### src/rtl/s2p_frame_arbiter.sv
// s2p_frame_arbiter: round-robin sequencer that lends one serial-to-parallel
// converter to N serial requesters, one whole frame at a time, tags each
// finished frame with its source and aborts frames that stall too long.
module s2p_frame_arbiter #(
   parameter int N          = 3,
   parameter int FRAME_BITS = 6,
   parameter int TIMEOUT    = 8,
   localparam int IDW       = ($clog2(N) > 1) ? $clog2(N) : 1
) (
   input  logic           clk,
   input  logic           rst_n,
   input  logic [N-1:0]   i_req,
   input  logic [N-1:0]   i_valid_a,
   input  logic [N-1:0]   i_data_a,
   output logic [N-1:0]   o_ready_a,
   output logic           o_conv_valid,
   output logic           o_conv_data,
   output logic           o_conv_flush,
   output logic           o_frame_done,
   output logic [IDW-1:0] o_frame_src,
   output logic           o_frame_abort,
   output logic           o_busy
);

   localparam int BCW = ($clog2(FRAME_BITS) > 1) ? $clog2(FRAME_BITS) : 1;
   localparam int ICW = ($clog2(TIMEOUT + 1) > 1) ? $clog2(TIMEOUT + 1) : 1;

   typedef enum logic {
      IDLE,
      SEND
   } state_t;

   state_t         r_state;
   logic [IDW-1:0] r_grant;
   logic [IDW-1:0] r_lastWinner;
   logic [BCW-1:0] r_bitCnt;
   logic [ICW-1:0] r_idleCnt;
   logic [N-1:0]   r_ready;
   logic           r_frameDone;
   logic           r_frameAbort;
   logic           r_convFlush;
   logic [IDW-1:0] r_frameSrc;

   logic [IDW-1:0] w_winner;
   logic [IDW-1:0] w_cand;
   logic           w_found;
   logic           w_send;
   logic           w_accept;
   logic           w_lastBit;
   logic           w_timeout;

   // Round-robin pick: first requester after the previous winner, wrapping mod N
   always_comb begin
      w_winner = r_lastWinner;
      w_found  = 1'b0;
      w_cand   = r_lastWinner;
      for (int k = 1; k <= N; k++) begin
         w_cand = IDW'((int'(r_lastWinner) + k) % N);
         if (!w_found && i_req[w_cand]) begin
            w_found  = 1'b1;
            w_winner = w_cand;
         end
      end
   end

   assign w_send    = (r_state == SEND);
   assign w_accept  = w_send && i_valid_a[r_grant];
   assign w_lastBit = (r_bitCnt == BCW'(FRAME_BITS - 1));
   assign w_timeout = (TIMEOUT != 0) && (r_idleCnt == ICW'(TIMEOUT - 1));

   // Grant sequencing, frame bit counting, stall timeout and the status pulses
   always_ff @(posedge clk or negedge rst_n) begin
      if (!rst_n) begin
         r_state      <= IDLE;
         r_grant      <= '0;
         r_lastWinner <= IDW'(N - 1);
         r_bitCnt     <= '0;
         r_idleCnt    <= '0;
         r_ready      <= '0;
         r_frameDone  <= 1'b0;
         r_frameAbort <= 1'b0;
         r_convFlush  <= 1'b0;
         r_frameSrc   <= '0;
      end else begin
         r_frameDone  <= 1'b0;
         r_frameAbort <= 1'b0;
         r_convFlush  <= 1'b0;
         case (r_state)
            IDLE: begin
               if (w_found) begin
                  r_grant      <= w_winner;
                  r_lastWinner <= w_winner;
                  r_ready      <= N'(1) << w_winner;
                  r_bitCnt     <= '0;
                  r_idleCnt    <= '0;
                  r_state      <= SEND;
               end
            end
            SEND: begin
               if (w_accept) begin
                  r_idleCnt <= '0;
                  if (w_lastBit) begin
                     r_bitCnt    <= '0;
                     r_ready     <= '0;
                     r_frameDone <= 1'b1;
                     r_frameSrc  <= r_grant;
                     r_state     <= IDLE;
                  end else begin
                     r_bitCnt <= r_bitCnt + 1'b1;
                  end
               end else if (w_timeout) begin
                  r_idleCnt    <= '0;
                  r_bitCnt     <= '0;
                  r_ready      <= '0;
                  r_frameAbort <= 1'b1;
                  r_convFlush  <= 1'b1;
                  r_frameSrc   <= r_grant;
                  r_state      <= IDLE;
               end else if (TIMEOUT != 0) begin
                  r_idleCnt <= r_idleCnt + 1'b1;
               end
            end
            default: r_state <= IDLE;
         endcase
      end
   end

   assign o_ready_a     = r_ready;
   assign o_conv_valid  = w_accept;
   assign o_conv_data   = w_send && i_data_a[r_grant];
   assign o_conv_flush  = r_convFlush;
   assign o_frame_done  = r_frameDone;
   assign o_frame_src   = r_frameSrc;
   assign o_frame_abort = r_frameAbort;
   assign o_busy        = w_send;

endmodule

### config.mk
export PLATFORM = sky130hd
export DESIGN_NAME = s2p_frame_arbiter
export DESIGN_NICKNAME = d
export VERILOG_FILES = /design/src/rtl/s2p_frame_arbiter.sv
export SDC_FILE = /design/constraint.sdc
export NUM_CORES = 1
export LEC_CHECK = 0
export BUFFER_PORTS_ARGS = -buffer_cell sky130_fd_sc_hd__buf_2
export CAP_MARGIN = 20
export CORE_MARGIN = 2
export CORE_UTILIZATION = 30
export DETAILED_ROUTE_END_ITERATION = 10
export PLACE_DENSITY = 0.54
export SYNTH_ARGS = -nofsm -noshare
export SYNTH_HDL_FRONTEND = slang
export SYNTH_SLANG_ARGS = --single-unit
### constraint.sdc
create_clock -name clk -period 2.54 [get_ports clk]
set_input_delay 0.254 -clock clk [delete_from_list [all_inputs] [get_ports clk]]
set_output_delay 0.254 -clock clk [all_outputs]
set_load 0.01 [all_outputs]
# --- After elaboration in Yosys (flattened, before gate mapping) ---
# Index checks and enable logic that the tools add are counted.
totals:
  ff_bits: 19
  in_bits: 11
  output_inout_bits: 11
  wordCells: 83
op_classes:
  n_addsub: 5
  n_div: 3
  order_cmp: 4
  eq_ne: 6
  n_shift: 1
  muxes: 43
  bitwise: 1
  reduce_logical: 11
ops:
  columns: ["cell", "count"]
  rows:
  - ["remainder unit 32 x 3 -> 32 bit, second input constant", 3]
  - ["2-to-1 mux 3 bit", 7]
  - ["2-to-1 mux 1 bit", 18]
  - ["< comparator 2 x 3 -> 1 bit, second input constant", 4]
  - ["2-to-1 mux 2 bit", 6]
  - ["2-to-1 mux 4 bit", 3]
  - ["case mux 3 bit (2 select lines)", 2]
  - ["binary-select mux 1 bit (select 2 bit)", 5]
  - ["case mux 4 bit (2 select lines)", 1]
  - ["adder 2 x 2 -> 3 bit, second input constant", 2]
  - ["!= test 3 x 2 -> 1 bit, second input constant", 2]
  - ["AND reduction 3 bit", 2]
  - ["adder 4 x 1 -> 4 bit, second input constant", 1]
  - ["== test 4 x 3 -> 1 bit, second input constant", 1]
  - ["logical AND 1 bit", 4]
  - ["AND reduction 2 bit", 2]
  - ["adder 2 x 1 -> 3 bit, second input constant", 1]
  - ["adder 3 x 1 -> 3 bit, second input constant", 1]
  - ["== test 3 bit, second input constant", 1]
  - ["<< shifter 1 x 2 -> 3 bit, first input constant", 1]
  - ["logical NOT 1 bit", 2]
  - ["!= test 2 x 1 -> 1 bit, second input constant", 1]
  - ["!= test 2 bit, second input constant", 1]
  - ["case mux 1 bit (2 select lines)", 1]
  - ["other kinds (2)", 2]

# --- Depth between registers and ports, before layout ---
depth:
  ltp_word: 14
  ltp_mapped: 9
  depth_no_buf: 8

# --- Worst setup path after synthesis ---
# No wires, ideal clock.
synth_timing:
  kind: "flip-flop to flip-flop"
  start: "register r_grant[0]"
  end: "register r_bitCnt[1]"
  setup_time_ns: 0.067
  t_arrival_ns: 2.034
  required_ns: 2.473
  setup_slack_ns: 0.439
  path_stages_with_launch: 10
  path_buffers: 1
  period_less_slack_ns: 2.101
  path_cell_list: "dfrtp_1 > inv_1 > ha_1 > buf_4 > nand3b_1 > o21ai_2 > nor4b_4 > nor2_2 > a311oi_2 > a32o_1"
synth_via:
  elab_chain_cells: 5
  elab_cells_between_ends: 7
  classes_between: "eq/ne (1); mux (4); reduce/logical (2)"
synth_rtl:
  columns: ["element", "line", "source"]
  rows:
  - ["from (decl)", "34", "logic [IDW-1:0] r_grant;"]
  - ["from (signal assigned)", "91", "r_grant <= w_winner;"]
  - ["binary-select mux 1 bit (select 2 bit) (*)", "67", "assign w_accept = w_send && i_valid_a[r_grant];"]
  - ["2-to-1 mux 1 bit (implied by the code) (*)", "67", null]
  - ["logical AND 1 bit (*)", "67", null]
  - ["2-to-1 mux 3 bit / != test 3 x 2 -> 1 bit (equally long branches)", null, null]
  - ["case mux 3 bit (2 select lines) / AND reduction 2 bit (equally long branches)", null, null]
  - ["to (signal assigned)", "109", "r_bitCnt <= r_bitCnt + 1'b1;"]
  - ["to (decl)", "36", "logic [BCW-1:0] r_bitCnt;"]
# Mark *: on every way between the ends. The rest lies on a longest branch, timed or not. The select of a mux whose other input is x is not followed.
# A chain may end at the register's enable or synchronous reset.

# --- Final worst setup path ---
layout_timing:
  start: "register r_lastWinner[1]"
  end: "register r_bitCnt[1]"
layout_via:
  elab_chain_cells: 13
  elab_cells_between_ends: 21
  classes_between: "add/sub (3); div (3); eq/ne (1); mux (9); reduce/logical (5)"
layout_rtl:
  columns: ["element", "line", "source"]
  rows:
  - ["from (decl)", "35", "logic [IDW-1:0] r_lastWinner;"]
  - ["from (signal assigned)", "76", "r_lastWinner <= IDW'(N - 1);"]
  - ["from (signal assigned)", "92", "r_lastWinner <= w_winner;"]
  - ["adder 2 x 1 -> 3 bit", "58", "w_cand = IDW'((int'(r_lastWinner) + k) % N);"]
  - ["remainder unit 32 x 3 -> 32 bit", "58", null]
  - ["binary-select mux 1 bit (select 2 bit)", "59", "if (!w_found && i_req[w_cand]) begin"]
  - ["2-to-1 mux 1 bit (implied by the code)", "59", null]
  - ["2-to-1 mux 1 bit", "59", null]
  - ["logical NOT 1 bit", "59", null]
  - ["logical AND 1 bit", "59", null]
  - ["2-to-1 mux 1 bit", "59", null]
  - ["logical NOT 1 bit", "59", null]
  - ["logical AND 1 bit", "59", null]
  - ["2-to-1 mux 1 bit (*)", "59", null]
  - ["!= test 2 bit (no line) (*)", null, null]
  - ["AND reduction 2 bit (no line) (*)", null, null]
# Marks and branches as above.

==> results_dict.tcl <==
set metrics [dict create \
    status "completed" \
    dp_hpwl_um 1860 \
    crit_chain "inv_1 -> ha_1 -> mux2i_2 -> o21ai_2 -> nor4b_4 -> nor2_2 -> a311oi_2 -> a32o_1" \
    async_flop_share_pct 100 \
    route.met3.wl_um 133 \
    endpoint_kind "register" \
    clkPwrFrac_pct 11.0 \
    switching_power_w 0.000789 \
    ys_warn_count 0 \
    p_sw_share_pct 43.5 \
    grt_antenna_before_repair 0 \
    clk_latency_ps 250 \
    cts_sinks 18 \
    cp.required_ps 2730 \
    worstSetupStartpointType "register" \
    portBuffers 21 \
    slowest_stage "dfstp_2" \
    core-area_um2 3690 \
    first_global_vias 874 \
    drv_cap 0 \
    synthesis.instances 114 \
    wl_met2_um 1060 \
    ys_seq_area_share_pct 38.7 \
    drive_gt1_share_pct 31.4 \
    post-route-period-util_pct 90.4 \
    cts.path.max_buffers 2 \
    grt_overflow 0 \
    vias_per_cell 4.97 \
    clock-skew-final_ps 2.89 \
    synthesis.area_um2 1170 \
    ios 22 \
    fillerInstances 396 \
    grtUsageTotal_pct 12.2 \
    post_synth.cell_area_avg_um2 10.2 \
    synth_edf_count 0 \
    ys_seq_elements 18 \
    h-tree-depth 1 \
    tightest_slew_ps 443 \
    ir_worst_vdd_mv 0.490 \
    grt_pass1_wl_um 4110 \
    final.setup.tns_ps 0 \
    gp_congestion 0.877 \
    intPower_w 0.00103 \
    highest_layer "met4" \
    ff_latch_area_um2 452 \
    ys_dominant_reg_cell "dfrtp_1" \
    placed_area_um2 1330 \
    synth_top_cell_area_share_pct 36.5 \
    multiInputGateArea_um2 669 \
    synth_area_leaders "dfrtp_1 (36%), ha_1 (5.4%), nand3b_1 (3.9%)" \
    path_class "reg -> reg" \
    area_growth_pct 18.9 \
    drt_iter0_drc 36 \
    rows 22 \
    rsz0062_at_grt "no" \
    power_frac_seq_pct 29.1 \
    finalSetupViolCount 0 \
    slew_headroom_pct 70.5 \
    wl_per_cell_um 12.9 \
    min_path_type "in -> async" \
    arrival_ps 2490 \
    cts_made_buffers 3 \
    die_x_um 66.3 \
    grt_max_degree 19 \
    antenna_left 0 \
    worst-path-max-fanout 6 \
    clkTransAtPathRegs_ps 60 \
    fmax_ghz 0.435 \
    syn-num-nets 130 \
    finalCriticalPeriod_ps 2300 \
    wl_met1_um 1220 \
    cpPeakStageDelay_ps 550 \
    wirelength_um 2430 \
    post_cts_resize_count 0 \
    dr.pass1.iters 4 \
    fin_area_um2 1390 \
    p_leak_nw 0.658 \
    final_nets 157 \
    tritoncts "done" \
    vias 934 \
    slew_violations 0 \
    start_util_pct 31.6 \
    cts-root-buf "clkbuf_8" \
    chipHeight_um 66.3 \
    die_area_um2 4400 \
    drc_errors 0 \
    pwr-share-comb_pct 59.9 \
    hold_viol 0 \
    ys_types 43 \
    synth_top_area_cell "dfrtp_1" \
    power_density_nw_per_um2 1310 \
    antennaDiodeCount 0 \
]
==> placed cells by master, fill, tap and decap left out, types with 3 or more instances in the layout <==
| cell | n |
|---|---|
| nand3b_1 | 6 |
| inv_1 | 8 |
| clkbuf_8 | 3 |
| mux2i_1 | 4 |
| nor2_1 | 11 |
| nand2_1 | 7 |
| o22ai_1 | 3 |
| ha_1 | 5 |
| buf_2 | 21 |
| a21oi_1 | 5 |
| o21ai_0 | 8 |
| dfrtp_1 | 17 |
==> cell type report <==
class,instances,area share [%]
Timing Repair Buffer,24,9.39
Tap cell,48,4.33
Clock buffer,4,3.25
Inverter,8,2.17
Multi-Input combinational cell,86,48.3
Sequential cell,18,32.6
==> critical path, delay by kind of cell, from the launching register on <==
family	cells	cell delay [ps]
multiplexers	1	280
AO/OA/AOI/OAI	3	630
flip-flops	1	550
adder cells (fa/ha/maj)	1	240
AND/OR/NAND/NOR	2	460
buffers and inverters	1	70
==> power by group through the flow <==
stage / clock network [W] / logic (W) / registers [W]
3_3_place_gp: 0 / 0.00107 / 0.000527
2_1_floorplan: 0 / 0.000832 / 0.000533
4_1_cts: 0.000209 / 0.00109 / 0.000529
6_report: 0.000199 / 0.00109 / 0.000528
3_5_place_dp: 0 / 0.00108 / 0.000532
5_1_grt: 0.000229 / 0.00121 / 0.000549
==> synth_stat cells, drive strengths merged (3+ instances only) <==
cell type  number
a21oi           5
and2            3
dfrtp          17
ha              5
inv             8
mux2i           5
nand2           7
nand3b          7
nor2           12
o21ai          11
o22ai           3
==> metal layers <==
metal | vias up | global-route usage (%)
li1 | 460 | -
met1 | 449 | 18.4
met2 | 23 | 16.9
met3 | 2 | 3.75
met4 | 0 | 2.81
met5 | - | 0
==> worst paths after layout <==
path                                             start                     endpoint  slack, ps  cells past startpoint
max                        r_lastWinner[1]$_DFFE_PN1P_      r_bitCnt[1]$_DFFE_PN0P_        240                      8
min                                              rst_n     o_ready_a[0]$_DFFE_PN0P_        450                      2
max reg2reg                r_lastWinner[1]$_DFFE_PN1P_      r_bitCnt[1]$_DFFE_PN0P_        240                      8
min reg2reg                   o_ready_a[2]$_DFFE_PN0P_     o_ready_a[2]$_DFFE_PN0P_        510                      1
max in group asynchronous                        rst_n  r_lastWinner[1]$_DFFE_PN1P_       1760                      2
min in group clk                          i_valid_a[1]     r_idleCnt[2]$_DFFE_PN0N_        480                      4
==> through the flow <==
step | hold WS [ps] | total power, W | cells | worst slack (ps) | util (%)
5_1_grt | 488 | 0.00199 | 188 | 126 | 37.6
2_1_floorplan | -41.6 | 0.00137 | 114 | 439 | -
6_report | 455 | 0.00181 | 188 | 243 | 37.6
3_5_place_dp | 206 | 0.00162 | 183 | 273 | 36.1
4_1_cts | 463 | 0.00183 | 188 | 256 | 37.6
3_3_place_gp | 206 | 0.00160 | 183 | 355 | 36.1
==> state kept, by name, summed over array words and instances, names as in the netlist <==
signal	flops
o_frame_done	1
r_idleCnt	4
o_conv_flush	1
r_lastWinner	1
o_ready_a	3
o_frame_src	2
o_busy	1
r_bitCnt	3
r_grant	2
==> timing repair <==
action,in CTS,in global routing
setup buffers,0,0
hold endpoints to repair,17,0
hold buffers,1,0
==> cells by family (layout without fill, tap and decap cells) <==
group | after synthesis | in the layout | synth area share, %
XOR/XNOR | 1 | 1 | 0.751
buffers and inverters | 10 | 36 | 3.86
AO/OA/AOI/OAI | 33 | 33 | 21.1
AND/OR/NAND/NOR | 40 | 40 | 23.0
adder cells (fa/ha/maj) | 5 | 5 | 5.36
multiplexers | 7 | 7 | 7.19
flip-flops | 18 | 18 | 38.7
(Power assumes the default switching activity.)
